**config.mk**
```make
export PLATFORM = sky130hd
export DESIGN_NAME = axi_fault_capture
export DESIGN_NICKNAME = d
export VERILOG_FILES = /design/src/rtl/axi_pkg.sv /design/src/rtl/axi_req_tracker.sv /design/src/rtl/axi_fault_capture.sv
export SDC_FILE = /design/constraint.sdc
export NUM_CORES = 1
export LEC_CHECK = 0
export ABC_AREA = 1
export BUFFER_PORTS_ARGS = -buffer_cell sky130_fd_sc_hd__buf_2
export CORE_MARGIN = 3
export CORE_UTILIZATION = 54
export DETAILED_ROUTE_END_ITERATION = 6
export GPL_TIMING_DRIVEN = 0
export HOLD_SLACK_MARGIN = 0.05
export PLACE_DENSITY = 0.74
export SYNTH_ARGS = -nofsm -noshare
export SYNTH_HDL_FRONTEND = slang
export SYNTH_SLANG_ARGS = --single-unit
```
**constraint.sdc**
```tcl
create_clock -name i_clk -period 7.6 [get_ports i_clk]
set_clock_uncertainty 0.2 [all_clocks]
set_input_delay 1.52 -clock i_clk [delete_from_list [all_inputs] [get_ports i_clk]]
set_output_delay 1.52 -clock i_clk [all_outputs]
set_load 0.05 [all_outputs]
```
**src/rtl/axi_pkg.sv**
```systemverilog
// Shared AXI4 constants and the fault record layout used by the fault-capture block.
package axi_pkg;

  localparam int unsigned AXI_ADDR_W = 32;
  localparam int unsigned AXI_ID_W   = 4;

  localparam logic [1:0] AXI_RESP_OKAY   = 2'b00;
  localparam logic [1:0] AXI_RESP_EXOKAY = 2'b01;
  localparam logic [1:0] AXI_RESP_SLVERR = 2'b10;
  localparam logic [1:0] AXI_RESP_DECERR = 2'b11;

  localparam logic [1:0] AXI_BURST_FIXED = 2'b00;
  localparam logic [1:0] AXI_BURST_INCR  = 2'b01;
  localparam logic [1:0] AXI_BURST_WRAP  = 2'b10;

  localparam logic [2:0] AXI_SIZE_1B = 3'b000;
  localparam logic [2:0] AXI_SIZE_2B = 3'b001;
  localparam logic [2:0] AXI_SIZE_4B = 3'b010;
  localparam logic [2:0] AXI_SIZE_8B = 3'b011;

  typedef struct packed {
    logic                  is_write;
    logic [AXI_ADDR_W-1:0] addr;
    logic [AXI_ID_W-1:0]   id;
    logic [1:0]            resp;
    logic [7:0]            beat;
  } fault_record_t;

endpackage

```
**src/rtl/axi_req_tracker.sv**
```systemverilog
// In-order request tracker: small sync FIFO holding {id, addr} of outstanding requests.
module axi_req_tracker #(
  parameter int unsigned W     = 36,
  parameter int unsigned DEPTH = 4
) (
  input  logic         clk,
  input  logic         rst_n,
  input  logic         push,
  input  logic         pop,
  input  logic [W-1:0] din,
  output logic [W-1:0] head,
  output logic         full,
  output logic         empty
);

  localparam int unsigned PW = $clog2(DEPTH);
  localparam int unsigned CW = PW + 1;

  logic [W-1:0]  mem [DEPTH];
  logic [PW-1:0] wr_ptr, rd_ptr;
  logic [CW-1:0] count;
  logic          do_push, do_pop;

  // A pop frees a slot for a same-cycle push when full; an empty FIFO cannot pop
  // the entry being pushed this cycle.
  always_comb begin
    full    = (count == CW'(DEPTH));
    empty   = (count == '0);
    do_pop  = pop & ~empty;
    do_push = push & (~full | pop);
    head    = mem[rd_ptr];
  end

  always_ff @(posedge clk) begin
    if (do_push) mem[wr_ptr] <= din;
  end

  always_ff @(posedge clk or negedge rst_n) begin
    if (!rst_n) begin
      wr_ptr <= '0;
      rd_ptr <= '0;
      count  <= '0;
    end else begin
      if (do_push) wr_ptr <= wr_ptr + 1'b1;
      if (do_pop)  rd_ptr <= rd_ptr + 1'b1;
      case ({do_push, do_pop})
        2'b10:   count <= count + 1'b1;
        2'b01:   count <= count - 1'b1;
        default: count <= count;
      endcase
    end
  end

endmodule

```
**src/rtl/axi_fault_capture.sv**
```systemverilog
// Passive AXI4 observer: maps SLVERR/DECERR responses back to their request address
// and holds one fault record (valid/ack), a saturating fault count and a sticky protocol error.
module axi_fault_capture
  import axi_pkg::*;
#(
  parameter int unsigned AW    = AXI_ADDR_W,
  parameter int unsigned IDW   = AXI_ID_W,
  parameter int unsigned DEPTH = 4
) (
  input  logic           i_clk,
  input  logic           i_rst_n,
  input  logic           awvalid,
  input  logic           awready,
  input  logic [AW-1:0]  awaddr,
  input  logic [IDW-1:0] awid,
  input  logic           arvalid,
  input  logic           arready,
  input  logic [AW-1:0]  araddr,
  input  logic [IDW-1:0] arid,
  input  logic           rvalid,
  input  logic           rready,
  input  logic           rlast,
  input  logic [1:0]     rresp,
  input  logic [IDW-1:0] rid,
  input  logic           bvalid,
  input  logic           bready,
  input  logic [1:0]     bresp,
  input  logic [IDW-1:0] bid,
  input  logic           fault_ack,
  output logic           fault_valid,
  output logic           fault_is_write,
  output logic [AW-1:0]  fault_addr,
  output logic [IDW-1:0] fault_id,
  output logic [1:0]     fault_resp,
  output logic [7:0]     fault_beat,
  output logic [7:0]     fault_count,
  output logic           proto_err
);

  localparam int unsigned TW = AW + IDW;

  logic          ar_fire, aw_fire, r_fire, b_fire;
  logic [TW-1:0] r_head, w_head;
  logic          r_full, r_empty, w_full, w_empty;
  logic [AW-1:0] r_addr, w_addr;
  logic          r_fault, b_fault, capture, perr_set;
  logic [8:0]    count_sum;
  logic [7:0]    count_next;
  logic [7:0]    beat_cnt;
  logic          rec_valid;
  fault_record_t rec, rec_next;

  assign ar_fire = arvalid & arready;
  assign aw_fire = awvalid & awready;
  assign r_fire  = rvalid & rready;
  assign b_fire  = bvalid & bready;

  axi_req_tracker #(.W(TW), .DEPTH(DEPTH)) u_rd_trk (
    .clk(i_clk), .rst_n(i_rst_n),
    .push(ar_fire), .pop(r_fire & rlast), .din({arid, araddr}),
    .head(r_head), .full(r_full), .empty(r_empty)
  );

  axi_req_tracker #(.W(TW), .DEPTH(DEPTH)) u_wr_trk (
    .clk(i_clk), .rst_n(i_rst_n),
    .push(aw_fire), .pop(b_fire), .din({awid, awaddr}),
    .head(w_head), .full(w_full), .empty(w_empty)
  );

  always_comb begin
    r_addr   = r_empty ? '0 : r_head[AW-1:0];
    w_addr   = w_empty ? '0 : w_head[AW-1:0];
    perr_set = (ar_fire & r_full & ~(r_fire & rlast))
             | (aw_fire & w_full & ~b_fire)
             | (r_fire & r_empty)
             | (b_fire & w_empty)
             | (r_fire & ~r_empty & (r_head[TW-1:AW] != rid))
             | (b_fire & ~w_empty & (w_head[TW-1:AW] != bid));
    r_fault  = r_fire & (rresp != AXI_RESP_OKAY);
    b_fault  = b_fire & (bresp != AXI_RESP_OKAY);
    capture  = (r_fault | b_fault) & (~rec_valid | fault_ack);

    count_sum  = {1'b0, fault_count} + 9'(r_fault) + 9'(b_fault);
    count_next = count_sum[8] ? '1 : count_sum[7:0];

    // Read fault takes priority when both channels fault in the same cycle.
    rec_next = '0;
    if (r_fault) begin
      rec_next.is_write = 1'b0;
      rec_next.addr     = r_addr;
      rec_next.id       = rid;
      rec_next.resp     = rresp;
      rec_next.beat     = beat_cnt;
    end else begin
      rec_next.is_write = 1'b1;
      rec_next.addr     = w_addr;
      rec_next.id       = bid;
      rec_next.resp     = bresp;
      rec_next.beat     = '0;
    end
  end

  always_ff @(posedge i_clk or negedge i_rst_n) begin
    if (!i_rst_n) begin
      rec_valid   <= 1'b0;
      rec         <= '0;
      beat_cnt    <= '0;
      fault_count <= '0;
      proto_err   <= 1'b0;
    end else begin
      fault_count <= count_next;
      if (perr_set) proto_err <= 1'b1;
      if (r_fire) beat_cnt <= rlast ? '0 : beat_cnt + 1'b1;
      if (capture) begin
        rec_valid <= 1'b1;
        rec       <= rec_next;
      end else if (fault_ack) begin
        rec_valid <= 1'b0;
      end
    end
  end

  assign fault_valid    = rec_valid;
  assign fault_is_write = rec.is_write;
  assign fault_addr     = rec.addr;
  assign fault_id       = rec.id;
  assign fault_resp     = rec.resp;
  assign fault_beat     = rec.beat;

endmodule

```
# Word level (Yosys, flattened, before mapping)
# Memory sizes are Yosys's and may differ from the RTL's.
# Cells that the tools add are included.
# totals
ff_bits	79
mem_bits_rw	288
in_bits	96
out_inout_bits	57
n_memories	2
# op_classes
add_sub_neg	11
eq_ne	8
muxes	13
bitwise	37
reduce_logical	7
# memory_table
memory	depth	width	read_ports	rd_ports_with_merged_regs	write_ports	line_no	rtl
u_rd_trk.mem	4	36	1	0	1	axi_req_tracker.sv:19	logic [W-1:0] mem [DEPTH];
u_wr_trk.mem	4	36	1	0	1	axi_req_tracker.sv:19	
# op_table
cell	n
2-to-1 mux 32 bit	2
2-to-1 mux 47 bit	1
bitwise AND 1 bit	21
2-to-1 mux 8 bit	2
one-hot mux 3 bit (2 select lines)	2
nonzero test 2 bit	5
adder 8 x 1 -> 9 bit	1
adder 9 x 1 -> 9 bit	1
OR 1 bit	9
adder 2 x 1 -> 2 bit (second input constant)	4
adder 8 x 1 -> 8 bit (second input constant)	1
!= test 4 bit	2
NOT 1 bit	7
adder 3 x 1 -> 3 bit (second input constant)	2
== test 3 bit (second input constant)	2
zero test 3 bit	2
2-to-1 mux 1 bit	6
subtractor 3 x 1 -> 3 bit (second input constant)	2
== test 2 x 1 -> 1 bit (second input constant)	2
== test 2 bit (second input constant)	2

# Logic depth before layout (Yosys ltp)
# Gate-level depths: netlist of the first run.
# logic_depth
word_depth	9
mapped_depth	12
ltp_nobuf	11

# Cells and area by module
# A second synthesis of the first run with hierarchy kept.
# unflattened
hier_cells	1376
area_unflattened_um2	15429.8
# by_module_without_submodules
module	instances	cells_per_inst	area_per_inst_um2	seq_area_each_um2
axi_req_tracker	2	447	5898.2	4499.3
axi_fault_capture	1	482	3633.5	1626.6

# Least setup slack after synthesis of the first run
# OpenSTA, ideal clock, no wires.
# synth_timing
path_type	input-to-reg
from	input port rvalid
to	memory u_rd_trk.mem[0][0], enable pin
t_arrival_ns	3.560
required_time_ns	6.971
setup_slack_ns	3.411
cell_stages	4
cell_sequence	nand2_2 > nor2_1 > o21ai_2 > nor2_1
# synth_via
elab_chain_len	6
# synth_lines
item	line_no	rtl
from (decl)	axi_fault_capture.sv:20	input logic rvalid,
bitwise AND 1 bit	axi_fault_capture.sv:55	assign r_fire = rvalid & rready;
bitwise AND 1 bit	axi_fault_capture.sv:60	.push(ar_fire), .pop(r_fire & rlast), .din({arid, araddr}),
OR 1 bit	axi_req_tracker.sv:30	do_push = push & (~full | pop);
bitwise AND 1 bit	axi_req_tracker.sv:30	
2-to-1 mux 1 bit	axi_req_tracker.sv:35	if (do_push) mem[wr_ptr] <= din;
2-to-1 mux 1 bit (implied by the code)	axi_req_tracker.sv:35	
to (decl)	axi_req_tracker.sv:19	
# Every way passes these cells.

# Worst setup path in the final report of the first run
# layout_timing
from	input port rvalid
to	register u_rd_trk.count[2]
# layout_via
elab_cells_between_ends	9
# layout_rtl
item	line_no	rtl
bitwise AND 1 bit (*)	axi_fault_capture.sv:55	
bitwise AND 1 bit (*)	axi_fault_capture.sv:60	
bitwise AND 1 bit (*)	axi_req_tracker.sv:29	do_pop = pop & ~empty;
net u_rd_trk.do_pop	axi_req_tracker.sv:22	logic do_push, do_pop;
== test 2 x 1 -> 1 bit / == test 2 bit (equally long branches)	axi_req_tracker.sv:46	case ({do_push, do_pop})
one-hot mux 3 bit (2 select lines) / nonzero test 2 bit (equally long branches)	-	
to (signal assigned)	axi_req_tracker.sv:47	2'b10: count <= count + 1'b1;
to (signal assigned)	axi_req_tracker.sv:48	2'b01: count <= count - 1'b1;
to (signal assigned)	axi_req_tracker.sv:49	default: count <= count;
to (decl)	axi_req_tracker.sv:21	logic [CW-1:0] count;
# The timed path passes the listed nets; every way through them passes the cells marked *.
# A chain may end at the register's enable or synchronous reset.

==> impl_metrics.py, run 1 <==
metrics = {
    "sta": {
        "post-route-period-util_pct": 45.8,
        "rsz0062_at_grt": "false",
        "worst_pin_slew_ns": 0.799,
        "max_freq_mhz": 287,
        "max_slew_margin_pct": 46.6,
        "fin_crit_ns": 3.48,
        "finalSetupViolations": 0,
        "hold_violations": 0,
        "slew_viol_final": 0,
        "tns_ns": 0,
    },
    "clock_network": {
        "clkTransAtPathRegs_ns": 0.06,
        "htreeDepth": 2,
        "cts_hold_buf": 0,
        "clockRootBuffer": "clkbuf_16",
        "clock-sinks": 367,
        "clk_latency_ns": 0.53,
        "cts_buffer_depth": 3,
        "cts_setup_buffers": 0,
        "cts_resized": 0,
        "numCtsBuffers": 38,
        "cts_tree": "yes",
    },
    "grt": {
        "grt_max_degree": 64,
        "grt_pass1_vias": 9809,
        "antenna_found_initial": 3,
        "overflow": 0,
        "grt_first_pass_wirelength_um": 53800,
        "grt_usage_pct": 23.8,
    },
    "final_layout": {
        "drive_gt1_share_pct": 23.6,
        "finalNetCount": 1504,
        "syn_to_final_growth_pct": 17.8,
        "antenna_cells": 0,
        "nFillCells": 1995,
        "design_area_um2": 17500,
        "finalNonFillerCells": 1763,
    },
    "place": {
        "io_buffers": 152,
        "hpwlAfterDp_um": 24000,
        "place_area_um2": 16300,
        "placed_cells": 1694,
        "place.gp.congestion": 0.863,
    },
    "synthesis": {
        "synthFlopType": "edfxtp_1",
        "syn-num-nets": 1303,
        "synthCells": 1192,
        "synth.avg_cell_area_um2": 12.5,
        "ys_top_cells_by_count": "edfxtp_1 (288), nor2_1 (196), o21ai_0 (139), nand2_1 (138), dfrtp_1 (79)",
        "synth_edf_count": 288,
        "synth_top_area_share_pct": 58.2,
        "synth.distinct_cells": 37,
        "yosys_warnings": 0,
        "yosys.area.top_type": "edfxtp_1",
        "synth-seq-area-share_pct": 71.5,
        "yosysMostFrequentCell": "edfxtp_1",
        "ys_ff_latch": 367,
        "synth_area_um2": 14900,
        "ys_async_sr_fraction_pct": 21.5,
        "synth_area_leaders": "edfxtp_1 (58%), dfrtp_1 (13%), nor2_1 (4.9%)",
    },
    "routing": {
        "ant_nets": 0,
        "drc": 0,
        "wl_per_cell_um": 19.9,
        "vias_per_cell": 5.64,
        "dr.first_iter.drc_count": 1037,
        "vias": 9941,
        "wl_um": 35100,
        "dr.pass1.iters": 5,
    },
    "floorplan": {
        "initial_utilization_pct": 55.0,
        "core-area_um2": 27000,
        "ios": 153,
        "die_width_um": 172,
        "num_rows": 60,
        "die_area_um2": 29600,
        "die_h_um": 172,
    },
    "worst_setup_path": {
        "worst-path-max-fanout": 5,
        "critPathKind": "input port to flop",
        "end_kind": "flop",
        "start_kind": "input port",
        "crit_arrival_ns": 3.67,
        "cp.required_ns": 7.79,
    },
    "pwr": {
        "cellLeakagePower_nw": 6.58,
        "ir_drop_v": 0.000369,
        "p_per_area_nw_per_um2": 385,
    },
    "outcome": {
        "status": "complete, no violations",
    },
    "hold_path": {
        "hp-class": "flop to flop",
    },
    "flow_run": {
        "max_cap_violations": 0,
    },
}
metrics by stage:
step | utilization (%) | worst slack (ns) | hold WS [ns] | total power [mW]
after floorplan | - | 3.41 | 0.268 | 4.24
after global placement | 59.4 | 1.93 | 0.267 | 4.94
after detailed placement | 60.4 | 3.61 | 0.264 | 5.04
after CTS | 64.8 | 4.14 | 0.279 | 6.77
after global routing | 64.8 | 3.96 | 0.293 | 7.11
final | 64.8 | 4.12 | 0.281 | 6.75
placed cells by master, fill, tap and decap left out, drive strengths merged:
cell / n
o21a: 1
o221ai: 1
a22oi: 1
ha: 12
nand2: 139
o22ai: 65
nor2: 200
dfrtp: 79
xor2: 8
fa: 3
clkbuf: 71
xnor2: 2
nand3: 33
nand3b: 4
or2: 1
inv: 57
nand4: 1
o31ai: 8
o21ai: 146
nor3: 5
buf: 200
edfxtp: 288
clkinv: 20
a31oi: 5
a21oi: 72
path summary, 6_finish.rpt:
| kind | start | to | slack (ns) | cells after the start |
|---|---|---|---|---|
| setup / recovery | rvalid | u_rd_trk.count[2]$_DFFE_PN0P_ | 4.12 | 11 |
| hold / removal | fault_beat[4]$_DFFE_PN0P_ | fault_beat[4]$_DFFE_PN0P_ | 0.28 | 2 |
| hold reg to reg | fault_beat[4]$_DFFE_PN0P_ | fault_beat[4]$_DFFE_PN0P_ | 0.28 | 2 |
| min in group asynchronous | i_rst_n | fault_beat[3]$_DFFE_PN0P_ | 0.67 | 1 |
| max in group asynchronous | i_rst_n | fault_addr[24]$_DFFE_PN0P_ | 5.94 | 2 |
| setup reg to reg | u_rd_trk.count[1]$_DFFE_PN0P_ | u_rd_trk.count[2]$_DFFE_PN0P_ | 4.94 | 9 |
critical path: stages:
cell and delay [ns]:
buf_2 0.08, nand2_2 0.10, nor2_1 0.37, inv_1 0.19, nor2_1 0.33, ha_1 0.22, inv_1 0.07, fa_1 0.38
a21oi_1 0.14, o21ai_0 0.11, xor2_1 0.15
routing by layer:
layer,part of all wire (%),global-route usage [%],vias up
met2,49,40.4,376
met5,0.088,0,-
met1,40,31.7,4842
li1,-,-,4654
met4,2.4,6.53,6
met3,8.0,4.94,63
report_power, final:
group | internal (mW) | switching, mW | leakage [nW] | total [mW]
registers | 2.49 | 0.155 | 3.55 | 2.65
clock network | 0.999 | 0.748 | 0.594 | 1.75
logic | 0.651 | 1.71 | 2.44 | 2.36
total | 4.14 | 2.61 | 6.58 | 6.75
registers in the layout (all words and copies together), names as in the netlist:
name             flops
fault_valid          1
proto_err            1
u_wr_trk.wr_ptr      2
u_wr_trk.mem       144
u_rd_trk.count       3
fault_is_write       1
u_wr_trk.count       3
fault_addr          32
fault_id             4
u_rd_trk.mem       144
u_rd_trk.rd_ptr      2
u_rd_trk.wr_ptr      2
u_wr_trk.rd_ptr      2
fault_count          8
fault_beat           8
beat_cnt             8
fault_resp           2
cell type report:
type,instances,area [um^2],share of cell area [%]
Sequential cell,367,10600,60.7
Multi-Input combinational cell,707,3740,21.3
Clock buffer,51,1070,6.12
Timing Repair Buffer,161,973,5.56
Tap cell,341,427,2.44
Buffer,59,327,1.86
Inverter,59,236,1.35
Clock inverter,18,116,0.664
logic make-up (layout without fill, tap and decap cells):
kind of cell / Yosys count / after routing / synth area share [%]
buf+inv: 118 / 348 / 3.79
fa+ha+maj: 15 / 15 / 1.41
compound gates: 299 / 299 / 12.4
simple gates: 383 / 383 / 10.4
xor+xnor: 10 / 10 / 0.589
flops: 367 / 367 / 71.5
Power figures use the tool's default switching activity.
==> run 2, diff against run 1 <==
- CORE_UTILIZATION: 54 -> 53
- PLACE_DENSITY: 0.74 -> 0.76
- clock period: 7.6 -> 3.2 ns (I/O delays scaled with it)
==> run 2 against run 1 <==
First-iteration DRC count decreased by 19%. Sequential share of layout area fell by 0.19 points. Utilization shrank 0.33 points. Sequential cell count did not move. Register-to-register slack got worse by 4.5 ns. Largest cell class unchanged. Critical path type is now flop to flop. Total power is 140% higher. Highest routed layer unchanged. Final cell count increased by 2.0%.
==> impl_metrics.py, run 2 (synthesis gave the netlist of run 1 again) <==
metrics = {
    "floorplan": {
        "num_rows": 60,
        "die_width_um": 173,
        "core-area_um2": 27300,
        "die_area_um2": 30100,
        "initial_utilization_pct": 54.6,
        "die_h_um": 173,
        "ios": 153,
    },
    "final_layout": {
        "design_area_um2": 17600,
        "nFillCells": 2012,
        "drive_gt1_share_pct": 23.2,
        "layout_common_cells": "edfxtp_1 (288), nor2_1 (188), buf_2 (172)",
        "finalNetCount": 1505,
        "finalNonFillerCells": 1798,
        "syn_to_final_growth_pct": 18.2,
        "final_common_cell": "edfxtp_1",
    },
    "grt": {
        "grt_first_pass_wirelength_um": 54700,
        "overflow": 0,
        "grt_usage_pct": 23.3,
        "antenna_found_initial": 5,
        "grt_pass1_vias": 10035,
        "grt_max_degree": 72,
    },
    "pwr": {
        "cellLeakagePower_nw": 6.58,
        "ir_drop_v": 0.000855,
        "combPwrFrac_pct": 34.8,
        "switching_power_mw": 6.19,
        "pwr-share-clk_pct": 26.1,
        "pwr-share-seq_pct": 39.2,
        "p_sw_share_pct": 38.5,
        "intPower_mw": 9.89,
        "p_per_area_nw_per_um2": 915,
    },
    "worst_setup_path": {
        "start_kind": "flop",
        "r2r_start": "u_rd_trk.count[1]$_DFFE_PN0P_",
        "reg2reg_to": "u_rd_trk.count[2]$_DFFE_PN0P_",
        "cp.required_ns": 3.39,
        "cp_slowest_cell": "o21ai_2",
        "slowest_delay_ns": 0.52,
        "worst-r2r-setup-slack_ns": 0.49,
        "worst-path-max-fanout": 8,
        "critPathKind": "flop to flop",
        "path_cells": "nor2_1 > nand2_1 > o21ai_2 > ha_1 > inv_1 > fa_1 > a21oi_1 > o21ai_0 > xor2_1",
        "crit_arrival_ns": 2.91,
        "r2r_cells": 9,
        "end_kind": "flop",
    },
    "flow_run": {
        "max_cap_violations": 0,
    },
    "routing": {
        "dr.first_iter.drc_count": 838,
        "ant_nets": 0,
        "vias": 10124,
        "drc": 0,
        "wl_um": 35500,
        "wl_per_cell_um": 19.8,
        "vias_per_cell": 5.63,
        "dr.pass1.iters": 5,
    },
    "clock_network": {
        "clkTransAtPathRegs_ns": 0.06,
        "cts_tree": "yes",
        "clockRootBuffer": "clkbuf_16",
        "numCtsBuffers": 38,
        "clk_latency_ns": 0.53,
        "clock-sinks": 367,
        "htreeDepth": 2,
        "cts_buffer_depth": 3,
        "cts_resized": 0,
    },
    "sta": {
        "slew_viol_final": 0,
        "worst_pin_slew_ns": 0.709,
        "fin_crit_ns": 2.71,
        "final.setup.worst_slack_ns": 0.488,
        "rsz0062_at_grt": "false",
        "max_freq_mhz": 369,
        "tns_ns": 0,
        "max_slew_margin_pct": 52.6,
        "finalSetupViolations": 0,
        "post-route-period-util_pct": 84.8,
        "hold_violations": 0,
    },
    "hold_path": {
        "worstHoldPathCells": 1,
        "hold_end": "u_rd_trk.mem[3][16]$_DFFE_PP_",
        "hp-class": "input port to flop",
        "hold_path.startpoint": "araddr[16]",
    },
    "place": {
        "place.gp.congestion": 0.846,
        "io_buffers": 152,
        "dp_slack_ns": -0.00968,
        "hpwlAfterDp_um": 24000,
        "place_area_um2": 16400,
        "placed_cells": 1725,
    },
    "outcome": {
        "status": "complete, no violations",
    },
}
## run 2: timing repair
item,4_1_cts,5_1_grt
buffers inserted,0,0
setup endpoints to repair,0,0
hold buffers,1,0
endpoints found under the hold margin,72,0
## run 2: metal layers
layer	track usage (%)	wire length [um]	vias up
met5	0	44	-
met4	9.46	1330	6
met3	3.88	2540	94
met2	37.1	16900	430
met1	32.2	14700	4945
li1	-	-	4649
## run 2: cell type report
type / count / area (um^2) / area share [%]
Antenna cell: 3 / 7.51 / 0.0427
Buffer: 59 / 327 / 1.86
Timing Repair Buffer: 162 / 983 / 5.60
Clock inverter: 14 / 113 / 0.641
Clock buffer: 55 / 1080 / 6.12
Sequential cell: 367 / 10600 / 60.5
Tap cell: 372 / 465 / 2.65
Multi-Input combinational cell: 707 / 3740 / 21.3
Inverter: 59 / 236 / 1.35
## run 2: worst max path at each step
stage,start,end,slack (ns)
finish,u_rd_trk.count[1]$_DFFE_PN0P_,u_rd_trk.count[2]$_DFFE_PN0P_,0.49
global placement,rvalid,u_rd_trk.mem[3][14]$_DFFE_PP_,-1.56
detailed placement,rready,u_rd_trk.count[2]$_DFFE_PN0P_,-0.01
global route,u_rd_trk.count[1]$_DFFE_PN0P_,u_rd_trk.count[2]$_DFFE_PN0P_,0.35
CTS,u_rd_trk.count[1]$_DFFE_PN0P_,u_rd_trk.count[2]$_DFFE_PN0P_,0.49
floorplan,rvalid,u_rd_trk.mem[0][0]$_DFFE_PP_,-0.11
## run 2: stage by stage
step | util, % | hold WS (ns) | power (mW)
after detailed placement | 60.1 | 0.266 | 11.9
after global placement | 59.1 | 0.268 | 11.7
after global routing | 64.5 | 0.112 | 16.9
final | 64.5 | 0.120 | 16.1
after floorplan | - | 0.144 | 10.1
after CTS | 64.4 | 0.0965 | 16.1
## run 2: power by group through the flow
stage	registers (mW)	clock network [mW]	logic (mW)
after floorplan	7.22	0	2.86
after global placement	6.38	0	5.31
after detailed placement	6.38	0	5.57
after CTS	6.29	4.25	5.60
after global routing	6.36	4.45	6.06
final	6.30	4.19	5.59
## run 2: worst max-delay path, delay by kind of cell, from the launching register on
kind / cells / cell delay [ns]
xor gates and xnor gates: 1 / 0.16
and+or+nand+nor: 2 / 0.29
AOI/OAI and AO/OA: 3 / 0.81
DFF: 1 / 0.40
buffers and inverters: 1 / 0.07
adders and majority gates: 2 / 0.65
